<file path="src/rtl/ifu_pkg.sv">
// rtl/ifu_pkg.sv - shared widths, reset PC and pointer sizing for the fetch unit
package ifu_pkg;
    localparam int XLEN = 32;
    localparam int INST_BYTES = 4;
    localparam logic [XLEN-1:0] DEFAULT_RESET_PC = 32'h0000_0000;

    // One extra bit beyond the slot index so full and empty are distinguishable
    function automatic int ptr_w(input int depth);
        return $clog2(depth) + 1;
    endfunction
endpackage

</file>
<file path="src/rtl/ifu_if.sv">
// rtl/ifu_if.sv - redirect, instruction-memory and decode-side signals of the fetch unit
interface ifu_if;
    import ifu_pkg::*;

    logic            take;
    logic [XLEN-1:0] dest;
    logic            imem_req;
    logic [XLEN-1:0] imem_addr;
    logic            imem_gnt;
    logic            imem_rvalid;
    logic [XLEN-1:0] imem_rdata;
    logic            inst_valid;
    logic [XLEN-1:0] inst;
    logic [XLEN-1:0] inst_pc;
    logic            inst_ready;

    modport master (
        input  take, dest, imem_gnt, imem_rvalid, imem_rdata, inst_ready,
        output imem_req, imem_addr, inst_valid, inst, inst_pc
    );

    modport slave (
        output take, dest, imem_gnt, imem_rvalid, imem_rdata, inst_ready,
        input  imem_req, imem_addr, inst_valid, inst, inst_pc
    );
endinterface

</file>
<file path="src/rtl/ifu_buf.sv">
// rtl/ifu_buf.sv - instruction slot ring: PC captured at grant, word at response, popped in order
module ifu_buf
    import ifu_pkg::*;
#(
    parameter int DEPTH = 2,
    localparam int PW = ptr_w(DEPTH),
    localparam int IW = PW - 1
) (
    input  logic            clk,
    input  logic            rst,
    input  logic            alloc_i,
    input  logic [XLEN-1:0] alloc_pc_i,
    input  logic            fill_i,
    input  logic            fill_wr_i,
    input  logic [XLEN-1:0] fill_data_i,
    input  logic            pop_i,
    input  logic            flush_i,
    output logic [PW-1:0]   occ_o,
    output logic [PW-1:0]   pend_o,
    output logic            valid_o,
    output logic [XLEN-1:0] head_inst_o,
    output logic [XLEN-1:0] head_pc_o
);
    logic [PW-1:0]   alloc_q, fill_q, rd_q;
    logic [XLEN-1:0] pc_q   [DEPTH];
    logic [XLEN-1:0] inst_q [DEPTH];

    assign occ_o       = alloc_q - rd_q;
    assign pend_o      = alloc_q - fill_q;
    assign valid_o     = (fill_q != rd_q);
    assign head_inst_o = inst_q[rd_q[IW-1:0]];
    assign head_pc_o   = pc_q[rd_q[IW-1:0]];

    always_ff @(posedge clk or posedge rst) begin
        if (rst) begin
            alloc_q <= '0;
            fill_q  <= '0;
            rd_q    <= '0;
            for (int i = 0; i < DEPTH; i++) begin
                pc_q[i]   <= '0;
                inst_q[i] <= '0;
            end
        end else if (flush_i) begin
            // rd is kept: a pop in the flush cycle is squashed by decode
            alloc_q <= rd_q;
            fill_q  <= rd_q;
        end else begin
            if (alloc_i) begin
                pc_q[alloc_q[IW-1:0]] <= alloc_pc_i;
                alloc_q <= alloc_q + 1'b1;
            end
            if (fill_i) begin
                if (fill_wr_i) begin
                    inst_q[fill_q[IW-1:0]] <= fill_data_i;
                end
                fill_q <= fill_q + 1'b1;
            end
            if (pop_i) begin
                rd_q <= rd_q + 1'b1;
            end
        end
    end
endmodule

</file>
<file path="src/rtl/ifu.sv">
// rtl/ifu.sv - fetch unit top: PC, fetch credit, wrong-path drop counter; IFU_BYPASS_EN adds a response bypass
module ifu
    import ifu_pkg::*;
#(
    parameter logic [XLEN-1:0] RESET_PC  = DEFAULT_RESET_PC,
    parameter int              BUF_DEPTH = 2
) (
    input  logic clk,
    input  logic rst,
    ifu_if.master bus
);
    localparam int PW = ptr_w(BUF_DEPTH);
    localparam logic [PW:0] DEPTH_C = (PW+1)'(BUF_DEPTH);

    logic [XLEN-1:0] pc_q, pc_d;
    logic [PW-1:0]   drop_q, drop_d;
    logic [PW-1:0]   occ, pend;
    logic [PW:0]     credit_used;
    logic            grant, keep, pop, bypass_hit, buf_valid, fill_wr;
    logic [XLEN-1:0] head_inst, head_pc;

    // Slots already owned plus responses still to be discarded bound new requests
    assign credit_used   = {1'b0, occ} + {1'b0, drop_q};
    assign bus.imem_req  = !rst && !bus.take && (credit_used < DEPTH_C);
    assign bus.imem_addr = pc_q;

    assign grant = bus.imem_req & bus.imem_gnt;
    assign keep  = bus.imem_rvalid & (drop_q == '0) & !bus.take;

`ifdef IFU_BYPASS_EN
    assign bypass_hit = keep & !buf_valid;
`else
    assign bypass_hit = 1'b0;
`endif

    // On a bypass the head slot is the one being filled, so its stored PC is correct
    assign bus.inst_valid = buf_valid | bypass_hit;
    assign bus.inst       = bypass_hit ? bus.imem_rdata : head_inst;
    assign bus.inst_pc    = head_pc;

    assign pop     = bus.inst_valid & bus.inst_ready & !bus.take;
    assign fill_wr = !(bypass_hit & pop);

    ifu_buf #(.DEPTH(BUF_DEPTH)) u_buf (
        .clk         (clk),
        .rst         (rst),
        .alloc_i     (grant),
        .alloc_pc_i  (pc_q),
        .fill_i      (keep),
        .fill_wr_i   (fill_wr),
        .fill_data_i (bus.imem_rdata),
        .pop_i       (pop),
        .flush_i     (bus.take),
        .occ_o       (occ),
        .pend_o      (pend),
        .valid_o     (buf_valid),
        .head_inst_o (head_inst),
        .head_pc_o   (head_pc)
    );

    always_comb begin
        pc_d   = pc_q;
        drop_d = drop_q;
        if (bus.take) begin
            pc_d = bus.dest;
            // Everything still in flight becomes wrong-path; a word arriving now is consumed here
            drop_d = drop_q + pend - {{(PW-1){1'b0}}, bus.imem_rvalid};
        end else begin
            if (grant) begin
                pc_d = pc_q + XLEN'(INST_BYTES);
            end
            if (bus.imem_rvalid && drop_q != '0) begin
                drop_d = drop_q - 1'b1;
            end
        end
    end

    always_ff @(posedge clk or posedge rst) begin
        if (rst) begin
            pc_q   <= RESET_PC;
            drop_q <= '0;
        end else begin
            pc_q   <= pc_d;
            drop_q <= drop_d;
        end
    end
endmodule

</file>
<file path="src/flat_wrapper.sv">
// flat-port wrapper written by rule: the top's interface ports become plain ports
module ifu_flat import ifu_pkg::*;
#(
    parameter logic [XLEN-1:0] RESET_PC  = DEFAULT_RESET_PC,
    parameter int              BUF_DEPTH = 2
)
  (clk, rst, bus_take, bus_dest, bus_imem_gnt, bus_imem_rvalid, bus_imem_rdata, bus_inst_ready, bus_imem_req, bus_imem_addr, bus_inst_valid, bus_inst, bus_inst_pc);
  ifu_if bus_i ();
  input  logic clk;
  input  logic rst;
  input wire logic [$bits(bus_i.take)-1:0] bus_take;
  input wire logic [$bits(bus_i.dest)-1:0] bus_dest;
  input wire logic [$bits(bus_i.imem_gnt)-1:0] bus_imem_gnt;
  input wire logic [$bits(bus_i.imem_rvalid)-1:0] bus_imem_rvalid;
  input wire logic [$bits(bus_i.imem_rdata)-1:0] bus_imem_rdata;
  input wire logic [$bits(bus_i.inst_ready)-1:0] bus_inst_ready;
  output wire logic [$bits(bus_i.imem_req)-1:0] bus_imem_req;
  output wire logic [$bits(bus_i.imem_addr)-1:0] bus_imem_addr;
  output wire logic [$bits(bus_i.inst_valid)-1:0] bus_inst_valid;
  output wire logic [$bits(bus_i.inst)-1:0] bus_inst;
  output wire logic [$bits(bus_i.inst_pc)-1:0] bus_inst_pc;
  assign bus_i.take = bus_take;
  assign bus_i.dest = bus_dest;
  assign bus_i.imem_gnt = bus_imem_gnt;
  assign bus_i.imem_rvalid = bus_imem_rvalid;
  assign bus_i.imem_rdata = bus_imem_rdata;
  assign bus_i.inst_ready = bus_inst_ready;
  assign bus_imem_req = bus_i.imem_req;
  assign bus_imem_addr = bus_i.imem_addr;
  assign bus_inst_valid = bus_i.inst_valid;
  assign bus_inst = bus_i.inst;
  assign bus_inst_pc = bus_i.inst_pc;
  ifu #(.RESET_PC(RESET_PC), .BUF_DEPTH(BUF_DEPTH)) u_core (.clk(clk), .rst(rst), .bus(bus_i));
endmodule
</file>
<file path="config.mk">
export PLATFORM = sky130hd
export DESIGN_NAME = ifu_flat
export DESIGN_NICKNAME = d
export VERILOG_FILES = /design/src/rtl/ifu_pkg.sv /design/src/rtl/ifu_if.sv /design/src/rtl/ifu_buf.sv /design/src/rtl/ifu.sv /design/src/flat_wrapper.sv
export SDC_FILE = /design/constraint.sdc
export NUM_CORES = 1
export LEC_CHECK = 0
export BUFFER_PORTS_ARGS = -buffer_cell sky130_fd_sc_hd__buf_2
export CELL_PAD_IN_SITES_DETAIL_PLACEMENT = 2
export CELL_PAD_IN_SITES_GLOBAL_PLACEMENT = 2
export CORE_AREA = 3 3 157 159
export DETAILED_ROUTE_END_ITERATION = 8
export DIE_AREA = 0 0 160 162
export PLACE_DENSITY = 0.8
export SLEW_MARGIN = 30
export SYNTH_ARGS = -nofsm -noshare
export SYNTH_HDL_FRONTEND = slang
export SYNTH_HIERARCHICAL = 1
export SYNTH_SLANG_ARGS = --single-unit
</file>
<file path="constraint.sdc">
create_clock -name clk -period 4.7 [get_ports clk]
set_input_delay 0 -clock clk [delete_from_list [all_inputs] [get_ports clk]]
set_output_delay 0 -clock clk [all_outputs]
set_load 0.05 [all_outputs]
</file>
# --- After elaboration in Yosys (flattened, before gate mapping) ---
# Cells that the tools add are included.
word_totals:
  register_bits: 168
  latchBits: 0
  ramBits: 0
  mem_bits_ro: 0
  inputBits: 70
  word_cells: 70
  mem_count: 0
op_classes:
  addsub: 10
  mul: 0
  div: 0
  n_lt_le_gt_ge: 6
  n_eq_ne: 1
  n_shift: 0
  mux: 20
  bitwise: 9
  reduce_logical: 15
ops:
  columns: ["op", "n"]
  rows:
  - ["$mux W32", 10]
  - ["$bwmux W64", 2]
  - ["$demux W32 S1", 2]
  - ["$add A32 B3 Y32 const B", 1]
  - ["$mux W2", 6]
  - ["$reduce_bool A2 Y1", 4]
  - ["$add A2 B1 Y2 const B", 3]
  - ["$ge A2 B2 Y1 const B", 3]
  - ["$not A1 Y2", 3]
  - ["$reduce_and A2 Y1", 3]
  - ["$and A1 B1 Y1", 5]
  - ["$logic_and A1 B1 Y1", 5]
  - ["$lt A2 B1 Y1 const B", 2]
  - ["$sub A2 B2 Y2", 2]
  - ["$add A2 B2 Y3", 1]
  - ["$lt A3 B2 Y1 const B", 1]
  - ["$add A2 B2 Y2", 1]
  - ["$logic_not A1 Y1", 2]
  - ["$logic_not A2 Y1", 1]
  - ["$ne A2 B2 Y1", 1]
  - ["$sub A2 B1 Y2", 1]
  - ["$sub A2 B1 Y2 const B", 1]
  - ["$not A1 Y1", 1]

# --- Logic depth before layout (Yosys ltp) ---
# Gate-level depths: netlist of the first run.
logic_depth:
  ltp_word: 7
  ltp_mapped: 13
  depth_no_buf: 11

# --- Hierarchy ---
# Netlist of the first run, hierarchy kept.
by_module_without_submodules:
  columns: ["mod", "n_inst", "cells_per_inst", "area_per_inst_um2", "seq_area_each_um2"]
  rows:
  - ["ifu_buf", 1, 382, 6067.1, 3353.2]
  - ["ifu", 1, 242, 2108.3, 850.8]

# --- Worst setup path before layout of the first run ---
# OpenSTA, ideal clock, no wires.
synth_path:
  kind: "flip-flop to flip-flop"
  startpoint: "register u_core.u_buf.alloc_q[0]"
  endpoint: "register u_core/u_buf/pc_q[59] (netlist bit)"
  setup_time_ns: 0.125
  arrival_ns: 3.458
  required_ns: 4.575
  path_slack_ns: 1.117
  stages_incl_launch_ff: 14
  path_buffers: 3
  synth_period_minus_slack_ns: 3.583
  cell_sequence: "dfrtp_1 -> buf_2 -> inv_1 -> ha_1 -> xnor2_1 -> xnor2_1 -> fa_1 -> nor4_4 -> nand2_4 -> clkinv_4 -> buf_6 -> nor3b_4 -> buf_4 -> mux2_2"
synth_via:
  elab_chain_len: 6
  elab_cells_between_ends: 13
  classes_between: "add/sub: 2; order compare: 3; mux: 3; bitwise: 2; reduce/logical: 3"
synth_rtl:
  columns: ["element", "line", "source"]
  rows:
  - ["start: declaration", "ifu_buf.sv:24", "logic [PW-1:0] alloc_q, fill_q, rd_q;"]
  - ["start signal: assignment", "ifu_buf.sv:45", "alloc_q <= rd_q;"]
  - ["start signal: assignment", "ifu_buf.sv:50", "alloc_q <= alloc_q + 1'b1;"]
  - ["$sub A2 B2 Y2", "ifu_buf.sv:28", "assign occ_o = alloc_q - rd_q;"]
  - ["net u_core.occ[1]", "ifu.sv:17", "logic [PW-1:0] occ, pend;"]
  - ["$add A2 B2 Y3", "ifu.sv:23", "assign credit_used = {1'b0, occ} + {1'b0, drop_q};"]
  - ["$lt A3 B2 Y1", "ifu.sv:24", "assign bus.imem_req = !rst && !bus.take && (credit_used < DEPTH_C);"]
  - ["$logic_and A1 B1 Y1", "ifu.sv:24", null]
  - ["net bus_imem_req", "flat_wrapper.sv:17", "output wire logic [$bits(bus_i.imem_req)-1:0] bus_imem_req;"]
  - ["$and A1 B1 Y1", "ifu.sv:27", "assign grant = bus.imem_req & bus.imem_gnt;"]
  - ["net u_core.grant", "ifu.sv:19", "logic grant, keep, pop, bypass_hit, buf_valid, fill_wr;"]
  - ["$reduce_and A2 Y1 (no source line)", null, null]
  - ["end signal: indexed assignment", "ifu_buf.sv:49", "pc_q[alloc_q[IW-1:0]] <= alloc_pc_i;"]
  - ["end: declaration", "ifu_buf.sv:25", "logic [XLEN-1:0] pc_q [DEPTH];"]
# The timed path passes the listed nets, and every way through them passes these cells.
# A chain may end at the register's enable or synchronous reset.

# --- Worst setup path after layout of the first run ---
layout_path:
  startpoint: "register u_core.u_buf.alloc_q[0]"
  endpoint: "register u_core/u_buf/pc_q[54] (netlist bit)"
layout_via:
  elab_chain_len: 6
  elab_cells_between_ends: 13
  classes_between: "add/sub: 2; order compare: 3; mux: 3; bitwise: 2; reduce/logical: 3"
layout_rtl:
  columns: ["element", "line"]
  rows:
  - ["$sub A2 B2 Y2", "ifu_buf.sv:28"]
  - ["net u_core.occ[1]", "ifu.sv:17"]
  - ["$add A2 B2 Y3", "ifu.sv:23"]
  - ["$lt A3 B2 Y1", "ifu.sv:24"]
  - ["$logic_and A1 B1 Y1", "ifu.sv:24"]
  - ["$and A1 B1 Y1", "ifu.sv:27"]
  - ["$reduce_and A2 Y1 (no source line)", null]
# The timed path passes the listed nets, and every way through them passes these cells.

==> results.md, run 1 <==
- FMAX: 276.2 MHz
- Max-Cap Viols: 0
- DRT iter0 DRCs: 275
- Synth area leader: dfrtp_1
- Sequential fraction of the synthesis area: approximately 50%
- Core Area: 0.02340 mm2
- Max Slew Vio Count: 0
- Cell Pwr Density: 713.0 mW/mm2
- Seq cells post-synth: 168
- Synthesized cell area: between 0.008 and 0.009 mm2
- Worst skew pair latency: 430 ps
- Worst path slowest cell: fa_1
- Yosys top cell area share: 51.42%
- Num CTS Buffers: 17
- Syn_area_per_cell: 13.10 um2
- P&R area growth vs syn: 28.15%
- Post-CTS Setup Repair Bufs: 0
- Period minus WS final: 3621 ps
- CTS clk-pin slew, worst paths: 70 ps
- Buf+Inv Stages, Crit Path: 3
- Fin area: between 0.01 and 0.015 mm2
- DR DRC count: 0
- Final WS setup: between 1000 and 1500 ps
- Vias in the first global route: about 7,000
- # port buffers: 167
- R2R setup slack: 1080 ps
- Design Power: approximately 7500 uW
- Max incr delay on CP: 500 ps
- DR vias/cell: 5.093
- Worst Path Max Fanout: 28
- GP Congestion: approximately 0.70
- Ys Warns: 6
- Crit path max-delay family: simple AND/OR/NAND/NOR gates
- RR Startpoint: u_core/u_buf/alloc_q[0]
- Worst-margin pin slew: just over 800 ps
- Starting Density: 34.93%
- Diode count: 0
- Clock skew: 10.20 ps
- Global-route wire length before repair: 41,920 um
- Final ANT Viol Nets: 0
- Std cell rows: 56
- Commonest non-fill, non-tap cells in the layout: buf_2 (167), dfrtp_1 (167), mux2_2 (164), dlygate4sd3_1 (65), nand2_1 (39)
- Library cells used by synthesis: 54
- Post_cts resized: 0
- Die height: 162 um
- Outcome: finished clean
- Synth top area cells: dfrtp_1 (51%), mux2_2 (23%), mux2_4 (5.5%)
- Kind of launch point of the worst setup path: flip-flop
- DP HPWL: between 15,000 and 20,000 um
- Worst Path Required: 5020 ps
- Crit path cell chain: inv_1 -> ha_1 -> xnor2_1 -> xnor2_1 -> fa_1 -> nor4_4 -> nand2_4 -> clkinv_4 -> nor3b_4 -> buf_4 -> mux2_2
- Final nets: between 900 and 1,000
- All-layer global routing usage: 20.59%
- Final worst-path cycle share: 77.04%
- Worst setup EP type: flip-flop
- Post-synth EDFFs: 0
- Post-place setup slack: 1145 ps
- I/O Pins: 168
- Routed wire length: 26,000 um
- GR Overflow Total: 0
- Hold crit path type: input pin to flip-flop
- Slew headroom: 46.18%
- Clock buffer depth: 2
- Die Area: 0.02592 mm2
- Largest net degree at the start of global routing: 84
- Wire per inst: 22.04 um
- Vias: about 6,000
- Cell repeated most along the worst path: xnor2_1
- DP Area: about 0.0093 mm2
- Worst Path Arrival: around 3900 ps
- Max IR drop VDD: 0.3391 mV
- Layout cells sized above 1: 48.20%
- Post-synthesis cell count: 624
- Pleak: 0.005120 uW
- CTS tree: built
- RSZ-0062 raised after global routing: false
- Clock sink count: 168
- Pre-antenna DRT Iters: 4
- Clock root cell: clkbuf_16
- Final setup fails: 0
- Die span in x: 160 um
- Hold Crit Start: bus_inst_ready
- Post-synth top flop: dfrtp_1
- Total Negative Setup Slacks: 0 ps
- Post-synth ARST share: 100.0%
- Critical Path Start: u_core/u_buf/alloc_q[0]
- Initial antenna violation count: 0
- Util after Layout: around 45%
- WS Path Type: flip-flop to flip-flop
- Fillers: 2,392
- Fin. Hold Viols: 0
- H-tree Lvls: 4
## per-layer routing
layer  track usage (%)  wire length (um)
met1             25.84             11240
met2             36.47             13290
met3             4.693              1210
met4             4.379               259
met5                 0                 0
## cell usage after synthesis (3+ instances only)
master    count
ha_1          6
mux2_2      164
a221o_1       3
inv_1        15
nand4_1      11
nand2b_1      3
a31oi_1       4
a21oi_1       8
nor2_1       14
a41oi_1       3
o311ai_0      7
a32oi_1       3
and3_1        8
nand2_1      39
buf_2        23
o21ai_0      21
clkbuf_1      6
nand3b_1      4
o311ai_1      4
nor3_1        4
xor2_1        4
buf_12        3
nor4_1        3
o211ai_1      5
nand3_1      11
a211oi_1      3
buf_4         5
xnor2_1      13
mux2_4       30
dfrtp_1     168
## per-stage QoR
step                      hold slack [ps]  instances
final                               22.50       1180
after global routing                28.51       1180
after CTS                           1.878       1180
after detailed placement           -42.44       1084
after global placement             -48.45       1084
after floorplan                     80.65        625
## report_power, final
group          internal, uW  switching [uW]
clock network           690             647
registers              2020             449
logic                  1300            2370
total                  4010            3460
## kinds of logic after synthesis
group                      share of synthesized area, %
and+or+nand+nor                                   7.760
adders and majority gates                         1.163
buffers and inverters                             3.811
AOI/OAI and AO/OA                                 5.479
xor gates and xnor gates                          1.821
other                                           0.04587
DFF                                               51.42
muxes                                             28.50
## state kept, by name, summed over array words and instances (netlist names)
signal / count
u_core/u_buf/inst_q: 64
u_core/u_buf/pc_q: 64
u_core/bus.imem_addr: 32
u_core/u_buf/alloc_q: 2
u_core/drop_q: 2
u_core/u_buf/rd_q: 2
u_core/u_buf/fill_q: 2
## worst min-delay path, stage by stage
cell      delay (ps)
buf_2             90
and3_1           170
nand2b_1          90
xnor2_1           70
## worst paths after layout
| check | to | cells after the start |
|---|---|---|
| max in group asynchronous | u_core/u_buf/inst_q[28] | 4 |
| worst max register to register | u_core/u_buf/pc_q[54] | 11 |
| worst min-delay path | u_core/u_buf/rd_q[0] | 4 |
| worst max-delay path | u_core/u_buf/pc_q[54] | 11 |
| min in group asynchronous | u_core/bus.imem_addr[1] | 3 |
| worst min register to register | u_core/u_buf/pc_q[56] | 1 |
## repair_timing
item                                   4_1_cts  5_1_grt
setup endpoints to repair                    0        0
endpoints found under the hold margin      212        0
hold buffers                                65        0
## area by class of cell
class	count	area [um2]	share of cell area, %
flip-flops and latches	168	4208	40.16
multi-input cells	403	3687	35.20
repair buffers	243	1573	15.01
clock buffers	18	429.2	4.097
well taps	319	399.1	3.810
clock inverters	13	110.1	1.051
inverters	16	70.07	0.6688
Power figures use the tool's default switching activity.
==> run 2, diff against run 1 <==
--- a/config.mk
+++ b/config.mk
@@ -5,13 +5,14 @@
 export SDC_FILE = /design/constraint.sdc
 export NUM_CORES = 1
 export LEC_CHECK = 0
+export ABC_AREA = 1
 export BUFFER_PORTS_ARGS = -buffer_cell sky130_fd_sc_hd__buf_2
 export CELL_PAD_IN_SITES_DETAIL_PLACEMENT = 2
 export CELL_PAD_IN_SITES_GLOBAL_PLACEMENT = 2
-export CORE_AREA = 3 3 157 159
+export CORE_AREA = 3 3 172 174
 export DETAILED_ROUTE_END_ITERATION = 8
-export DIE_AREA = 0 0 160 162
-export PLACE_DENSITY = 0.8
+export DIE_AREA = 0 0 175 177
+export PLACE_DENSITY = 0.82
 export SLEW_MARGIN = 30
 export SYNTH_ARGS = -nofsm -noshare
 export SYNTH_HDL_FRONTEND = slang
==> constraint.sdc (replaced) <==
create_clock -name clk -period 3.8 [get_ports clk]
set_input_delay 0 -clock clk [delete_from_list [all_inputs] [get_ports clk]]
set_output_delay 0 -clock clk [all_outputs]
set_load 0.05 [all_outputs]
==> results.md, run 2 <==
- WHS: 14.21 ps (-8.284 ps)
- Synth area leader: dfrtp_1
- Clock skew: 10.16 ps (-0.03620 ps)
- P&R area growth vs syn: 27.20%
- Cell Pwr Density: 805.6 mW/mm2 (+13%)
- Post-CTS Setup Repair Bufs: 0 (unchanged)
- Sequential fraction of the synthesis area: 48.38% (-3.0 points)
- Post-synth ARST share: 100.0% (unchanged)
- P_int: 4258 uW (+6.2%)
- Total Negative Setup Slacks: 0 ps (unchanged)
- Post-synth top flop: dfrtp_1
- CTS clk-pin slew, worst paths: 70 ps (about the same)
- Psw: 4646 uW (+34%)
- Fin area: 0.01105 mm2 (+5.5%)
- H-tree Lvls: 4 (unchanged)
- DP Area: 0.009826 mm2 (+5.8%)
- Diode count: 0 (unchanged)
- Vias in the first global route: 9,837 (+41%)
- Worst skew pair latency: 440 ps (about the same)
- Kind of launch point of the worst setup path: flip-flop
- Max Slew Vio Count: 0 (unchanged)
- DR DRC count: 0 (unchanged)
- Fillers: 3,261 (+36%)
- Worst Path Arrival: 3650 ps (-290 ps)
- Worst Path Required: 4090 ps (-930 ps)
- Die height: 177 um (+9.3%)
- CTS tree: built
- Max IR drop VDD: 0.3938 mV (+16%)
- GP Congestion: 0.8385 (+20%)
- Num CTS Buffers: 17 (unchanged)
- M1 WL: 15,140 um (+35%)
- Cell repeated most along the worst path: inv_1
- Top cells by count, synth: nand2_1 (534), dfrtp_1 (168), inv_1 (89)
- Starting Density: 31.11% (-3.8 points)
- Clock sink count: 168 (unchanged)
- Yosys top cell area share: 48.38% (-3.0 points)
- Max-Cap Viols: 0 (unchanged)
- FMAX: 298.3 MHz (+8.0%)
- Fin. Hold Viols: 0 (unchanged)
- Synthesized cell area: 0.008690 mm2 (+6.3%)
- Pre-antenna DRT Iters: 4 (unchanged)
- Routed wire length on met2: 17,600 um (+32%)
- Commonest non-fill, non-tap cells in the layout: nand2_1 (534), buf_2 (167), dfrtp_1 (167), inv_1 (87), o21ai_0 (74)
- Worst-margin pin slew: 884.4 ps (+77.97 ps)
- Routed wire length: 34,610 um (+33%)
- Core Area: 0.02793 mm2 (+19%)
- Largest net degree at the start of global routing: 114 (+36%)
- All-layer global routing usage: 22.49% (+1.9 points)
- Post-synth EDFFs: 0 (unchanged)
- Combinational share of power: 48.2% (-0.9 points)
- Pleak: 0.005896 uW (+15%)
- Period minus WS final: 3352 ps (-268.7 ps)
- Most common library cell in the layout ignoring fill and taps: nand2_1
- Outcome: finished clean
- Syn_area_per_cell: 7.472 um2 (-43%)
- DP HPWL: 21,420 um (+35%)
- # port buffers: 167 (unchanged)
- Top-count cell post-synth: nand2_1
- DR vias/cell: 4.984 (-2.2%)
- Slew headroom: 41.04% (-5.1 points)
- Std cell rows: 61 (+8.9%)
- DR top layer: met4
- Clock Power Share: 18.7% (+0.8 points)
- I/O Pins: 168 (unchanged)
- Layout cells sized above 1: 18.10% (-30 points)
- Crit path cell chain: inv_1 -> ha_1 -> inv_1 -> nand2_1 -> inv_1 -> fa_1 -> inv_1 -> nand4_2 -> buf_4 -> inv_2 -> nand3_2 -> buf_4 -> o21ai_0
- Die span in x: 175 um (+9.4%)
- Crit path max-delay family: buffers and inverters
- Vias: 8,766 (+46%)
- Final nets: 1,445 (+56%)
- Clock root cell: clkbuf_16
- Flop pwr share: 33.1% (about the same)
- Buf+Inv Stages, Crit Path: 7 (+4)
- Synth top area cells: dfrtp_1 (48%), nand2_1 (23%), nand4_1 (4.9%)
- DR WL met3: 1212 um (+0.17%)
- WS Path Type: flip-flop to flip-flop
- Seq cells post-synth: 168 (unchanged)
- RSZ-0062 raised after global routing: false
- Ys Warns: 6 (unchanged)
- Initial antenna violation count: 0 (unchanged)
- DRT iter0 DRCs: 378 (+37%)
- Post-synthesis cell count: 1,163 (+86%)
- Clock buffer depth: 2 (unchanged)
- Final ANT Viol Nets: 0 (unchanged)
- Worst Path Max Fanout: 64 (+130%)
- Wire per inst: 19.68 um (-11%)
- Max incr delay on CP: 440 ps (-60 ps)
- Die Area: 0.03098 mm2 (+20%)
- Switching portion of total power: 52.18% (+5.8 points)
- Global-route wire length before repair: 54,970 um (+31%)
- Hold crit path type: input pin to flip-flop
- Final setup fails: 0 (unchanged)
- Worst path slowest cell: dfrtp_1
- Worst setup EP type: flip-flop
- GR Overflow Total: 0 (unchanged)
- Final worst-path cycle share: 88.21% (+11 points)
- Library cells used by synthesis: 32 (-41%)
==> run 2: final timing paths <==
kind,start,to,slack (ps),depth (start not counted)
setup / recovery,u_core/u_buf/alloc_q[0],u_core/u_buf/pc_q[16],450,13
hold / removal,bus_imem_rvalid,u_core/drop_q[0],10,4
setup reg to reg,u_core/u_buf/alloc_q[0],u_core/u_buf/pc_q[16],450,13
hold reg to reg,u_core/u_buf/inst_q[45],u_core/u_buf/inst_q[45],480,2
max in group asynchronous,rst,u_core/u_buf/rd_q[0],2640,4
min in group asynchronous,rst,u_core/u_buf/inst_q[50],330,3
==> run 2: power groups by stage <==
stage	Sequential (uW)	Combinational (uW)	Clock [uW]
finish	2940	4290	1670
global route	3030	4660	1800
CTS	2930	4290	1720
detailed placement	2940	4160	0
global placement	2900	4020	0
floorplan	3020	2840	0
==> run 2: cell type report <==
| cell class | count | area (um2) | share of cell area (%) |
|---|---|---|---|
| clock buffers | 17 | 425.4 | 3.849 |
| multi-input cells | 838 | 3842 | 34.76 |
| clock inverters | 15 | 131.4 | 1.189 |
| well taps | 378 | 473.0 | 4.279 |
| inverters | 95 | 364.1 | 3.294 |
| repair buffers | 248 | 1612 | 14.58 |
| flip-flops and latches | 168 | 4205 | 38.05 |
==> run 2: worst min-delay path, delay by kind of cell <==
family                 cells  cell delay, ps
AO/OA/AOI/OAI              2             170
buffers and inverters      2             220
==> run 2: cell families after synthesis <==
kind of cell	synth area share, %
and+or+nand+nor	34.77
DFF	48.38
buffers and inverters	7.631
AOI/OAI and AO/OA	6.062
xor gates and xnor gates	2.016
adders and majority gates	1.094
other	0.04316
==> run 2: stage by stage <==
stage / total power (uW) / utilization, % / instances / setup slack (ps)
2_1_floorplan: 5856 / - / 1165 / 217.2
3_3_place_gp: 6921 / 35.17 / 1660 / 930.2
3_5_place_dp: 7098 / 35.17 / 1660 / 749.6
4_1_cts: 8938 / 39.57 / 1759 / 516.1
5_1_grt: 9483 / 39.57 / 1759 / 286.9
6_report: 8904 / 39.57 / 1759 / 447.9
==> run 2: timing repair <==
item / in CTS / in global routing
resized for setup: 0 / 0
hold buffers: 67 / 0
hold endpoints to repair: 248 / 0
==> run 2: layer usage <==
layer  vias to the layer above  track usage, %
li1                       4089               -
met5                         -               0
met4                         0           6.184
met3                        51           3.775
met1                      4441           27.23
met2                       185           41.28
==> run 3, diff against run 2 <==
--- a/config.mk
+++ b/config.mk
@@ -5,14 +5,13 @@
 export SDC_FILE = /design/constraint.sdc
 export NUM_CORES = 1
 export LEC_CHECK = 0
-export ABC_AREA = 1
 export BUFFER_PORTS_ARGS = -buffer_cell sky130_fd_sc_hd__buf_2
 export CELL_PAD_IN_SITES_DETAIL_PLACEMENT = 2
 export CELL_PAD_IN_SITES_GLOBAL_PLACEMENT = 2
-export CORE_AREA = 3 3 172 174
+export CORE_AREA = 3 3 157 159
 export DETAILED_ROUTE_END_ITERATION = 8
-export DIE_AREA = 0 0 175 177
-export PLACE_DENSITY = 0.82
+export DIE_AREA = 0 0 160 162
+export PLACE_DENSITY = 0.8
 export SLEW_MARGIN = 30
 export SYNTH_ARGS = -nofsm -noshare
 export SYNTH_HDL_FRONTEND = slang
==> results.md, run 3 (synthesis gave the netlist of run 1 again) <==
- Flop pwr share: 32.6% (-0.5 points)
- Worst path slowest cell: fa_1
- P_int: 4990 uW (+17%)
- Post-CTS Setup Repair Bufs: 0 (unchanged)
- Largest net degree at the start of global routing: 110 (-3.5%)
- Worst skew pair latency: 440 ps (about the same)
- Clock buffer depth: 2 (unchanged)
- Layout cells sized above 1: 48.55% (+30 points)
- Combinational share of power: 49.0% (+0.8 points)
- Placed cell count: 1,087 (-35%)
- Slew headroom: 46.93% (+5.9 points)
- FMAX: 289.9 MHz (-2.8%)
- Initial antenna violation count: 1 (+1)
- Routed wire length: 26,970 um (-22%)
- Register area: 0.004208 mm2 (about the same)
- Starting Density: 34.93% (+3.8 points)
- GP Congestion: 0.7479 (-11%)
- Clock skew: 17.94 ps (+7.780 ps)
- DR DRC count: 0 (unchanged)
- DRT iter0 DRCs: 172 (-54%)
- Worst Path Required: 4110 ps (+20 ps)
- Max IR drop VDD: 0.4539 mV (+15%)
- I/O Pins: 168 (unchanged)
- DR vias/cell: 5.148 (+3.3%)
- Worst-margin pin slew: 796.1 ps (-88.35 ps)
- Clock Power Share: 18.4% (-0.3 points)
- Fin area: 0.01053 mm2 (-4.7%)
- DP HPWL: 15,860 um (-26%)
- WS Path Type: flip-flop to flip-flop
- Cell Pwr Density: 888.6 mW/mm2 (+10%)
- Outcome: finished clean
- Final worst-path cycle share: 90.78% (+2.6 points)
- P&R area growth vs syn: 28.85%
- Final nets: 929 (-36%)
- Die Area: 0.02592 mm2 (-16%)
- H-tree Lvls: 4 (unchanged)
- Max Slew Vio Count: 0 (unchanged)
- Num CTS Buffers: 17 (unchanged)
- Hold path depth: 4 (unchanged)
- Clock sink count: 168 (unchanged)
- CTS clk-pin slew, worst paths: 70 ps (about the same)
- Std cell rows: 56 (-8.2%)
- Area taken by multi-input logic gates: 0.003679 mm2 (-4.3%)
- Total Negative Setup Slacks: 0 ps (unchanged)
- Vias in the first global route: 6,997 (-29%)
- Die height: 162 um (-8.5%)
- Vias: 6,100 (-30%)
- Crit path cell chain: inv_1 -> ha_1 -> xnor2_1 -> xnor2_1 -> fa_1 -> nor4_4 -> nand2_4 -> clkinv_4 -> nor3b_4 -> buf_4 -> mux2_2
- Fillers: 2,365 (-27%)
- All-layer global routing usage: 21.19% (-1.3 points)
- Pleak: 0.005149 uW (-13%)
- Psw: 4370 uW (-5.9%)
- Final ANT Viol Nets: 0 (unchanged)
- R2r endpoint: u_core/u_buf/pc_q[41]
- Pre-antenna DRT Iters: 4 (unchanged)
- Die span in x: 160 um (-8.6%)
- Cell repeated most along the worst path: xnor2_1
- Kind of launch point of the worst setup path: flip-flop
- Finished Layout Cells: 1,185 (-33%)
- CTS tree: built
- Worst Path Arrival: 3760 ps (+110 ps)
- Register-to-Register Path Depth: 11 (-2)
- RR Startpoint: u_core/u_buf/alloc_q[0]
- R2R setup slack: 350 ps (-100 ps)
- Worst setup EP type: flip-flop
- Switching portion of total power: 46.69% (-5.5 points)
- Hold crit path type: input pin to flip-flop
- Hold Crit Start: bus_inst_ready
- Commonest non-fill, non-tap cells in the layout: buf_2 (167), dfrtp_1 (167), mux2_2 (164), dlygate4sd3_1 (65), nand2_1 (39)
- DP Area: 0.009303 mm2 (-5.3%)
- Util after Layout: 45.01% (+5.4 points)
- Period minus WS final: 3450 ps (+97.55 ps)
- Max incr delay on CP: 510 ps (+70 ps)
- Fin. Hold Viols: 0 (unchanged)
- GR Overflow Total: 0 (unchanged)
- Critical Path Start: u_core/u_buf/alloc_q[0]
- RSZ-0062 raised after global routing: false
- Final setup fails: 0 (unchanged)
- Max-Cap Viols: 0 (unchanged)
- Wire per inst: 22.76 um (+16%)
- Core Area: 0.02340 mm2 (-16%)
- Clock root cell: clkbuf_16
- Global-route wire length before repair: 42,880 um (-22%)
- Hold EP: u_core/u_buf/rd_q[1]
- Worst Path Max Fanout: 21 (-67%)
- # port buffers: 167 (unchanged)
run 3: cell types whose count changed in the layout (fill, tap and decap cells not counted), moves of 10 or more:
cell / before / now
nand3_1: 50 / 11
inv_1: 87 / 14
xor2_1: 15 / 4
nor2_1: 29 / 14
mux2_2: 0 / 164
o21ai_0: 74 / 21
nor2_4: 10 / 0
mux2_4: 0 / 30
nand2_1: 534 / 39
nand4_1: 68 / 11
run 3: power by group through the flow:
stage               Sequential (uW)  Clock, uW  Combinational [uW]
floorplan                      3030          0                3390
global placement               2980          0                4340
detailed placement             3050          0                4440
CTS                            3020       1770                4560
global route                   3160       1850                4840
finish                         3050       1720                4590
run 3: per-stage QoR:
stage          power [uW]  hold WS (ps)  worst slack (ps)
6_report             9360         58.47             350.3
5_1_grt              9843         89.53             87.04
4_1_cts              9344         34.19             317.1
3_5_place_dp         7490         211.7             432.0
3_3_place_gp         7323         196.8             595.6
2_1_floorplan        6420         80.65             217.1
run 3: worst max-delay path by stage:
stage	to	slack, ps
after floorplan	u_core/u_buf/alloc_q[0]	220
after global placement	u_core/u_buf/pc_q[40]	600
after detailed placement	u_core/u_buf/pc_q[39]	430
after CTS	u_core/u_buf/pc_q[41]	320
after global routing	u_core/u_buf/pc_q[41]	90
final	u_core/u_buf/pc_q[41]	350
run 3: area by class of cell:
cell class	instances	area share, %
antenna	1	0.02376
clock inverter	15	1.449
timing repair buffer	246	15.14
multi-input combinational	403	34.92
clock buffer	17	4.038
tap	319	3.789
sequential	168	39.95
inverter	16	0.6889
run 3: repair_timing:
action	CTS	global route
endpoints found under the setup margin	0	0
resized for setup	0	0
hold buffers	65	0
hold endpoints to repair	217	0
run 3: critical path, delay by kind of cell, from the launching register on:
family	cells	cell delay [ps]
xor gates and xnor gates	2	390
adders and majority gates	2	730
buffers and inverters	3	620
DFF	1	490
muxes	1	390
and+or+nand+nor	3	720
run 3: metal layers:
layer  GRT usage (%)  vias up  share of wire [%]
met5               0        -                  0
li1                -     2723                  -
met2           36.88      176                 50
met1           27.07     3176                 44
met3           4.693       25                4.6
met4           4.892        0                1.1
